File: config.mk
export PLATFORM = sky130hd
export DESIGN_NAME = time_source_controller
export DESIGN_NICKNAME = d
export VERILOG_FILES = /design/src/rtl/time_source_controller_pkg.sv /design/src/rtl/time_source_controller_dcf_frame_checker.sv /design/src/rtl/time_source_controller.sv
export SDC_FILE = /design/constraint.sdc
export NUM_CORES = 1
export LEC_CHECK = 0
export ABC_CLOCK_PERIOD_IN_PS = 4300
export BUFFER_PORTS_ARGS = -buffer_cell sky130_fd_sc_hd__buf_2
export CAP_MARGIN = 20
export CORE_ASPECT_RATIO = 0.75
export CORE_MARGIN = 2
export CORE_UTILIZATION = 46
export CTS_BUF_LIST = sky130_fd_sc_hd__clkbuf_4 sky130_fd_sc_hd__clkbuf_8 sky130_fd_sc_hd__clkbuf_16
export DETAILED_ROUTE_END_ITERATION = 7
export PLACE_DENSITY = 0.74
export SLEW_MARGIN = 10
export SYNTH_ARGS = -nofsm -noshare
export SYNTH_HDL_FRONTEND = slang
export SYNTH_SLANG_ARGS = --single-unit
File: constraint.sdc
create_clock -name clk -period 4.3 [get_ports clk]
set_clock_uncertainty 0.15 [all_clocks]
set_input_delay 0.215 -clock clk [delete_from_list [all_inputs] [get_ports clk]]
set_output_delay 0.215 -clock clk [all_outputs]
set_load 0.02 [all_outputs]
File: src/rtl/time_source_controller_pkg.sv
// Shared definitions for the clock-register write sequencer: time/date layout,
// FSM state encoding and the BCD minute increment used by the frame checker.
package time_source_controller_pkg;

    localparam int TD_W     = 44;
    // Everything from the hour field upwards must match between successive frames.
    localparam int DATE_LSB = 14;

    // 44-bit BCD time/date word, MSB first (TZ [43:42] .. SEC_LO [3:0]).
    typedef struct packed {
        logic [1:0] tz;
        logic [3:0] year_hi;
        logic [3:0] year_lo;
        logic       mon_hi;
        logic [3:0] mon_lo;
        logic [2:0] dow;
        logic [1:0] day_hi;
        logic [3:0] day_lo;
        logic [1:0] hour_hi;
        logic [3:0] hour_lo;
        logic [2:0] min_hi;
        logic [3:0] min_lo;
        logic [2:0] sec_hi;
        logic [3:0] sec_lo;
    } td_t;

    localparam logic [2:0] ST_FREE     = 3'd0;
    localparam logic [2:0] ST_CONFIRM  = 3'd1;
    localparam logic [2:0] ST_DCF_LOAD = 3'd2;
    localparam logic [2:0] ST_LOCKED   = 3'd3;
    localparam logic [2:0] ST_MANUAL   = 3'd4;
    localparam logic [2:0] ST_MAN_LOAD = 3'd5;

    // BCD minute + 1 for 00..58; the caller rejects 59 separately.
    function automatic logic [6:0] bcd_min_inc(input logic [6:0] m);
        if (m[3:0] == 4'd9) begin
            return {m[6:4] + 3'd1, 4'd0};
        end
        return {m[6:4], m[3:0] + 4'd1};
    endfunction

endpackage

File: src/rtl/time_source_controller_dcf_frame_checker.sv
// Remembers the last DCF frame and flags whether the current frame is exactly
// one minute later within the same hour/day (seconds ignored).
module time_source_controller_dcf_frame_checker
    import time_source_controller_pkg::*;
(
    input  logic            clk,
    input  logic            nReset,
    input  logic [TD_W-1:0] frame,
    input  logic            capture,
    output logic            plausible
);

    logic [TD_W-1:0] prev_reg;
    td_t             prev_td;
    td_t             new_td;
    logic [6:0]      prev_min;
    logic [6:0]      new_min;

    assign prev_td  = prev_reg;
    assign new_td   = frame;
    assign prev_min = {prev_td.min_hi, prev_td.min_lo};
    assign new_min  = {new_td.min_hi, new_td.min_lo};

    // Minute 59 rolls the hour, so it can never pass the same-upper-fields test.
    assign plausible = (frame[TD_W-1:DATE_LSB] == prev_reg[TD_W-1:DATE_LSB])
                    && (prev_min != 7'h59)
                    && (new_min == bcd_min_inc(prev_min));

    // Capture each accepted frame as the reference for the next comparison.
    always_ff @(posedge clk or negedge nReset) begin
        if (!nReset) begin
            prev_reg <= '0;
        end else if (capture) begin
            prev_reg <= frame;
        end
    end

endmodule

File: src/rtl/time_source_controller.sv
// Arbitrates writes into the clock register between DCF77 and manual setting,
// confirms DCF frames before loading, and selects the LCD display source.
module time_source_controller
    import time_source_controller_pkg::*;
#(
    parameter int CONFIRM_FRAMES = 2,
    parameter int TIMEOUT_TICKS  = 120
) (
    input  logic            clk,
    input  logic            nReset,
    input  logic            clk_en,
    input  logic            DCF_Enable_in,
    input  logic            DCF_set_in,
    input  logic [TD_W-1:0] DCF_timeAndDate_in,
    input  logic            SET_in,
    input  logic [TD_W-1:0] SetClock_timeAndDate_in,
    input  logic [TD_W-1:0] clock_timeAndDate_In,
    output logic [TD_W-1:0] LCD_timeAndDate_Out,
    output logic [TD_W-1:0] clock_timeAndDate_Out,
    output logic            clock_set_out,
    output logic            dcf_locked_out
);

    localparam int              TO_W    = $clog2(TIMEOUT_TICKS + 1);
    localparam logic [TO_W-1:0] TO_LAST = TO_W'(TIMEOUT_TICKS - 1);

    logic [2:0]      state_reg, state_next;
    logic [2:0]      count_reg, count_next;
    logic            locked_reg, locked_next;
    logic [TO_W-1:0] timeout_reg;
    logic            load_dcf, load_man, capture;
    logic            plausible, waiting_dcf, timeout_hit, count_done;
    td_t             dcf_masked;

    time_source_controller_dcf_frame_checker u_checker (
        .clk       (clk),
        .nReset    (nReset),
        .frame     (DCF_timeAndDate_in),
        .capture   (capture),
        .plausible (plausible)
    );

    assign waiting_dcf = (state_reg == ST_CONFIRM) || (state_reg == ST_LOCKED);
    assign timeout_hit = waiting_dcf && clk_en && !DCF_set_in && (timeout_reg == TO_LAST);
    assign count_done  = ({1'b0, count_reg} + 4'd1) >= 4'(CONFIRM_FRAMES);

    // Loaded DCF time always starts at second zero of the decoded minute.
    always_comb begin
        dcf_masked        = DCF_timeAndDate_in;
        dcf_masked.sec_hi = '0;
        dcf_masked.sec_lo = '0;
    end

    // Next-state logic; manual setting pre-empts everything, including a pending frame.
    always_comb begin
        state_next  = state_reg;
        count_next  = count_reg;
        locked_next = locked_reg;
        load_dcf    = 1'b0;
        load_man    = 1'b0;
        capture     = 1'b0;
        if (SET_in) begin
            state_next  = ST_MANUAL;
            count_next  = 3'd0;
            locked_next = 1'b0;
        end else begin
            case (state_reg)
                ST_FREE: begin
                    if (DCF_set_in && DCF_Enable_in) begin
                        capture    = 1'b1;
                        count_next = 3'd1;
                        if (CONFIRM_FRAMES <= 1) begin
                            state_next = ST_DCF_LOAD;
                            load_dcf   = 1'b1;
                        end else begin
                            state_next = ST_CONFIRM;
                        end
                    end
                end
                ST_CONFIRM, ST_LOCKED: begin
                    if (!DCF_Enable_in || timeout_hit) begin
                        state_next  = ST_FREE;
                        count_next  = 3'd0;
                        locked_next = 1'b0;
                    end else if (DCF_set_in) begin
                        capture = 1'b1;
                        if (plausible) begin
                            count_next = (count_reg == 3'd7) ? count_reg : count_reg + 3'd1;
                            if ((state_reg == ST_LOCKED) || count_done) begin
                                state_next = ST_DCF_LOAD;
                                load_dcf   = 1'b1;
                            end
                        end else begin
                            state_next  = ST_CONFIRM;
                            count_next  = 3'd1;
                            locked_next = 1'b0;
                        end
                    end
                end
                ST_DCF_LOAD: begin
                    if (!DCF_Enable_in) begin
                        state_next  = ST_FREE;
                        count_next  = 3'd0;
                        locked_next = 1'b0;
                    end else begin
                        state_next  = ST_LOCKED;
                        locked_next = 1'b1;
                    end
                end
                ST_MANUAL: begin
                    state_next = ST_MAN_LOAD;
                    load_man   = 1'b1;
                end
                default: begin
                    state_next = ST_FREE;
                end
            endcase
        end
    end

    // FSM state, confirmation count and lock flag.
    always_ff @(posedge clk or negedge nReset) begin
        if (!nReset) begin
            state_reg  <= ST_FREE;
            count_reg  <= 3'd0;
            locked_reg <= 1'b0;
        end else begin
            state_reg  <= state_next;
            count_reg  <= count_next;
            locked_reg <= locked_next;
        end
    end

    // Seconds since the last DCF frame; only advances while waiting on DCF.
    always_ff @(posedge clk or negedge nReset) begin
        if (!nReset) begin
            timeout_reg <= '0;
        end else if (DCF_set_in || timeout_hit) begin
            timeout_reg <= '0;
        end else if (waiting_dcf && clk_en) begin
            timeout_reg <= timeout_reg + 1'b1;
        end else if (!waiting_dcf && (state_reg != ST_DCF_LOAD)) begin
            timeout_reg <= '0;
        end
    end

    // Registered outputs: load strobe/value and the LCD source mux.
    always_ff @(posedge clk or negedge nReset) begin
        if (!nReset) begin
            clock_set_out         <= 1'b0;
            clock_timeAndDate_Out <= '0;
            LCD_timeAndDate_Out   <= '0;
        end else begin
            clock_set_out <= load_dcf || load_man;
            if (load_dcf) begin
                clock_timeAndDate_Out <= dcf_masked;
            end else if (load_man) begin
                clock_timeAndDate_Out <= SetClock_timeAndDate_in;
            end
            LCD_timeAndDate_Out <= (state_reg == ST_MANUAL) ? SetClock_timeAndDate_in
                                                            : clock_timeAndDate_In;
        end
    end

    assign dcf_locked_out = locked_reg;

endmodule

==> Word level (Yosys, flattened, before mapping) <==
Cells that the tools add are included.
{ "totals": {"ff_bits": 147, "latchBits": 0, "ram_bits": 0, "romBits": 0, "inputBits": 138, "out_inout_bits": 90, "wordCells": 98, "mem_count": 0} }
{ "classes": {"add_sub_neg": 5, "multipliers": 0, "div_mod_pow": 0, "order_cmp": 1, "n_eq_ne": 17, "n_shift": 0, "muxes": 43, "n_bitwise": 0, "n_reduce_logical": 24} }
{ "op_table": {"columns": ["operator", "count"], "rows": [
  ["44-bit two-way mux", 3],
  ["3-bit two-way mux", 12],
  ["7-bit two-way mux", 5],
  ["30-bit equality test", 1],
  ["1-bit two-way mux", 18],
  ["3-bit one-hot mux with 4 select lines", 1],
  ["5-bit != test, second input constant", 2],
  ["3-bit one-hot mux with 3 select lines", 1],
  ["4-bit != test, second input constant", 2],
  ["7-bit by 1-bit adder with 7-bit output, second input constant", 1],
  ["7-bit equality test", 1],
  ["7-bit equality test, second input constant", 1],
  ["1-bit logical AND", 7],
  ["7-bit != test, second input constant", 1],
  ["3-bit by 1-bit adder with 3-bit output, second input constant", 2],
  ["3-bit by 2-bit equality test with 1-bit output, second input constant", 2],
  ["3-bit equality test, second input constant", 2],
  ["3-bit != test, second input constant", 2],
  ["3-bit AND reduction", 2],
  ["3-bit nonzero test", 2],
  ["1-bit logical OR", 5],
  ["5-bit AND reduction", 1],
  ["3-bit by 1-bit adder with 4-bit output, second input constant", 1],
  ["4-bit by 1-bit adder with 4-bit output, second input constant", 1],
  ["11 further kinds", 14]
]} }

==> Logic depth before layout (Yosys ltp) <==
{ "depth": {"word_depth": 11, "depth_mapped": 10, "depth_no_buf": 8} }

==> Modules after synthesis <==
A second synthesis with hierarchy kept.
{ "hier_totals": {"cells_unflattened": 516, "area_unflattened_um2": 6478.7} }
{ "modules_own_cells": {"columns": ["module", "instances", "cells_each", "area_each_um2"], "rows": [
  ["time_source_controller", 1, 366, 4570.6],
  ["time_source_controller_dcf_frame_checker", 1, 150, 1908.1]
]} }

==> Worst setup path before layout <==
Ideal clock, no wire load.
{ "synth_path": {"kind": "flip-flop to flip-flop", "start": "register timeout_reg[0]", "end": "register u_checker.prev_reg[7]", "setup_time_ps": 128, "arrival_ps": 2373, "setup_slack_ps": 1649, "stages_incl_launch_ff": 9, "n_path_buf": 2, "synth_period_minus_slack_ps": 2651, "cell_sequence": "dfrtp_1 -> ha_1 -> nand3_1 -> or4_1 -> a311oi_1 -> or3_1 -> buf_2 -> buf_2 -> mux2_1"} }
{ "synth_between": {"elab_chain_len": 6} }
{ "synth_lines": {"columns": ["element", "line_no", "rtl"], "rows": [
  ["start: declaration", "time_source_controller.sv:30", "logic [TO_W-1:0] timeout_reg;"],
  ["start signal: assignment", "time_source_controller.sv:141", "timeout_reg <= timeout_reg + 1'b1;"],
  ["7-bit equality test", "time_source_controller.sv:44", "assign timeout_hit = waiting_dcf && clk_en && !DCF_set_in && (timeout_reg == TO_LAST);"],
  ["1-bit logical AND", "time_source_controller.sv:44", null],
  ["1-bit logical OR", "time_source_controller.sv:81", "if (!DCF_Enable_in || timeout_hit) begin"],
  ["1-bit two-way mux", "time_source_controller.sv:81", null],
  ["1-bit one-hot mux with 2 select lines", "time_source_controller.sv:67", "case (state_reg)"],
  ["1-bit two-way mux", "time_source_controller.sv:62", "if (SET_in) begin"],
  ["end signal: assignment", "time_source_controller_dcf_frame_checker.sv:34", "prev_reg <= frame;"],
  ["end: declaration", "time_source_controller_dcf_frame_checker.sv:13", "logic [TD_W-1:0] prev_reg;"]
]} }
No other way between the ends.
A chain may end at the register's enable or synchronous reset.

==> Worst setup path in the final report <==
{ "layout_path": {"start": "input DCF_timeAndDate_in[39]", "end": "register clock_timeAndDate_Out[39]"} }
{ "layout_between": {"elab_chain_len": 9, "elab_cells_between_ends": 10, "cone_classes": "1 x eq/ne; 6 x mux; 3 x reduce/logical"} }
{ "layout_lines": {"columns": ["element", "line_no", "rtl"], "rows": [
  ["start: declaration", "time_source_controller.sv:14", "input logic [TD_W-1:0] DCF_timeAndDate_in,"],
  ["30-bit equality test", "time_source_controller_dcf_frame_checker.sv:25", "assign plausible = (frame[TD_W-1:DATE_LSB] == prev_reg[TD_W-1:DATE_LSB])"],
  ["1-bit logical AND", "time_source_controller_dcf_frame_checker.sv:26", "&& (prev_min != 7'h59)"],
  ["1-bit logical AND", "time_source_controller_dcf_frame_checker.sv:27", "&& (new_min == bcd_min_inc(prev_min));"],
  ["1-bit two-way mux", "time_source_controller.sv:87", "if (plausible) begin"],
  ["1-bit two-way mux", "time_source_controller.sv:85", "end else if (DCF_set_in) begin"],
  ["1-bit two-way mux", "time_source_controller.sv:81", null],
  ["1-bit two-way mux", "time_source_controller.sv:67", null],
  ["1-bit two-way mux", "time_source_controller.sv:62", null],
  ["44-bit two-way mux or 2-bit nonzero test (tied branches)", null, null],
  ["end signal: assignment", "time_source_controller.sv:156", "clock_timeAndDate_Out <= dcf_masked;"],
  ["end signal: assignment", "time_source_controller.sv:158", "clock_timeAndDate_Out <= SetClock_timeAndDate_in;"],
  ["end: declaration", "time_source_controller.sv:19", "output logic [TD_W-1:0] clock_timeAndDate_Out,"]
]} }
Parallel ways exist; a longest one is shown, timed or not.

==> results.md <==
- Clock Pin Slew Worst Setup and Hold Paths: 0.06 ns
- Fin crit period: 4.00 ns
- Relative slew slack: 38.0%
- Worst VDD drop: 0.000353 V
- Placed inst area: 8090 µm²
- Final HPWL DP: 11.6 mm
- Final Routed Wirelength: 19.1 mm
- Setup CP Type: in -> reg
- Die ar.: 15700 µm²
- Wire length of the first global-routing pass: 29.9 mm
- Die X-Extent: 144 µm
- Total power: 5.27 mW
- CTS buffer count: 17
- Pre-CTS setup slack: 0.921 ns
- N_diodes: 0
- GP Congestion: 0.824
- Share of synthesized flip-flops with an asynchronous set or reset: 100%
- Ports: 228
- PostCTS Resize Cnt: 0
- Most instantiated cells after synthesis: dfrtp_1 (140), mux2_2 (77), mux2_1 (72)
- Register area share after synthesis: 51.7%
- # port buffers: 220
- CP max FO: 28
- Post-synth EDFFs: 0
- Overflow after GRT: 0
- Root cell of the clock tree: clkbuf_16
- Count leader, synth: dfrtp_1
- Vias in the first global route: 6029
- Bufs on Longest Clock Path: 2
- Nets@finish: 1019
- Setup_tns: 0 ns
- Routed vias/inst: 5.15
- Initial drt markers: 254
- Fillers: 1027
- Final worst-path setup slack: 0.305 ns
- Synth Flop Type: dfrtp_1
- Power Dens Cells: 522 nW/µm²
- Syn_area_per_cell: 13.3 µm²
- Clock net sink count: 140
- Synth-to-layout area growth: 49.0%
- Fmax: 250 MHz
- Worst-Skew Late Latency: 0.42 ns
- Core area: 14500 µm²
- Max Transition Viols Final: 0
- Drt drc: 0
- Fin crit share: 92.9%
- Yosys reg bits: 140
- Final core utilization: 69.9%
- Leak: 4.58 nW
- Post CTS Setup Buffer Count: 0
- Yosys Warn Count: 0
- RSZ-0062 raised after global routing: no
- CTS H-tree depth: 4
- Syn_nets: 655
- Initial antenna violation count: 0
- Final instance area: 10100 µm²
- Die H: 109 µm
- Cells after synthesis: 511
- Drt wl/cell: 17.5 µm
- Drt first pass iters: 4
- FP Rows: 38
- Hold Path Class: in -> reg
- Share of post-route cells with drive strength above 1: 39.9%
- Area leader, netlist: dfrtp_1
- Worst Tran Pin Value: 0.930 ns
- Required time of the critical path: 4.45 ns
- Post-synth top area share: 51.7%
- Vias: 5603
- Final hold viol count: 0
- Worst Path Arrival: 4.15 ns
- Result of the run: finished clean
- Endpoints failing setup: 0
- Distinct cells, synth: 58
- Mapped Area: 6780 µm²
- CP Capture Type: flop
- Ranking of synthesized cells by area: dfrtp_1 (52%), mux2_2 (13%), mux2_1 (12%), xnor2_1 (4.1%), mux2_4 (1.8%)
- CTS tree: built
- GRT Overall Usage: 24.8%
- Routed Antenna Nets: 0
- Max Cap Violations: 0
- Initial Util: 46.9%
- Largest net degree at the start of global routing: 75
- Critical Path Start Type: primary input
worst paths after layout:
check                                             from                        end  slack [ns]  depth (start not counted)
setup / recovery                DCF_timeAndDate_in[39]  clock_timeAndDate_Out[39]        0.30                         10
hold / removal             SetClock_timeAndDate_in[27]  clock_timeAndDate_Out[27]        0.01                          3
setup reg to reg                 u_checker.prev_reg[9]  clock_timeAndDate_Out[39]        0.37                          8
hold reg to reg                         timeout_reg[5]             timeout_reg[5]        0.34                          1
max in group asynchronous                       nReset   clock_timeAndDate_Out[3]        2.79                          3
min in group asynchronous                       nReset  clock_timeAndDate_Out[12]        0.24                          2
stage by stage:
stage / hold WS (ns) / cells
floorplan: -0.231 / 511
global placement: 0.124 / 914
detailed placement: 0.135 / 914
CTS: 0.0000636 / 1088
global route: 0.0125 / 1088
finish: 0.0117 / 1088
repair_timing:
action | in CTS | in global routing
setup endpoints to repair | 0 | 0
hold buffers | 142 | 0
hold endpoints to repair | 198 | 0
worst max-delay path, stage by stage:
cell,delay [ns]
dlygate4sd3_1,0.55
buf_2,0.16
xnor2_1,0.29
nand4_1,0.14
nor4_1,0.53
o2111a_2,0.53
nand3_2,0.35
buf_4,0.42
mux2_1,0.37
dlygate4sd3_1,0.57
kinds of logic (layout without fill, tap and decap cells):
logic type	Yosys count	count (layout)	share of synthesized area, %
DFF	140	140	51.7
AOI/OAI and AO/OA	49	49	5.10
buffers and inverters	32	409	2.16
and+or+nand+nor	81	81	7.09
muxes	165	165	27.7
adders and majority gates	6	6	1.11
xor gates and xnor gates	38	38	5.13
area by class of cell:
| class | count | area, µm² | share of cell area [%] |
|---|---|---|---|
| Sequential cell | 140 | 3500 | 34.7 |
| Multi-Input combinational cell | 339 | 3140 | 31.1 |
| Timing Repair Buffer | 371 | 2600 | 25.7 |
| Clock buffer | 19 | 447 | 4.42 |
| Tap cell | 200 | 250 | 2.48 |
| Clock inverter | 13 | 143 | 1.41 |
| Inverter | 6 | 22.5 | 0.223 |
power by group:
group | internal (mW) | switching (mW)
logic | 0.971 | 0.946
registers | 1.67 | 0.217
clock network | 0.878 | 0.587
routing by layer:
layer,vias to the layer above,GRT usage [%],wire (µm)
li1,2592,-,-
met1,2793,29.6,8020
met2,185,43.9,9670
met3,33,5.53,939
met4,0,9.85,440
met5,-,0,0
placed cells by master (no fill, tap or decap), types with 9 or more instances in the layout:
cell type,netlist,routed
mux2_2,77,77
dlygate4sd3_1,0,142
nand2_1,14,14
nor2_1,11,11
buf_4,0,9
clkbuf_16,0,17
xnor2_1,32,32
nand4_1,9,9
dfrtp_1,140,140
mux2_1,72,72
buf_2,9,219
a31oi_1,9,9
Power figures use the tool's default switching activity.
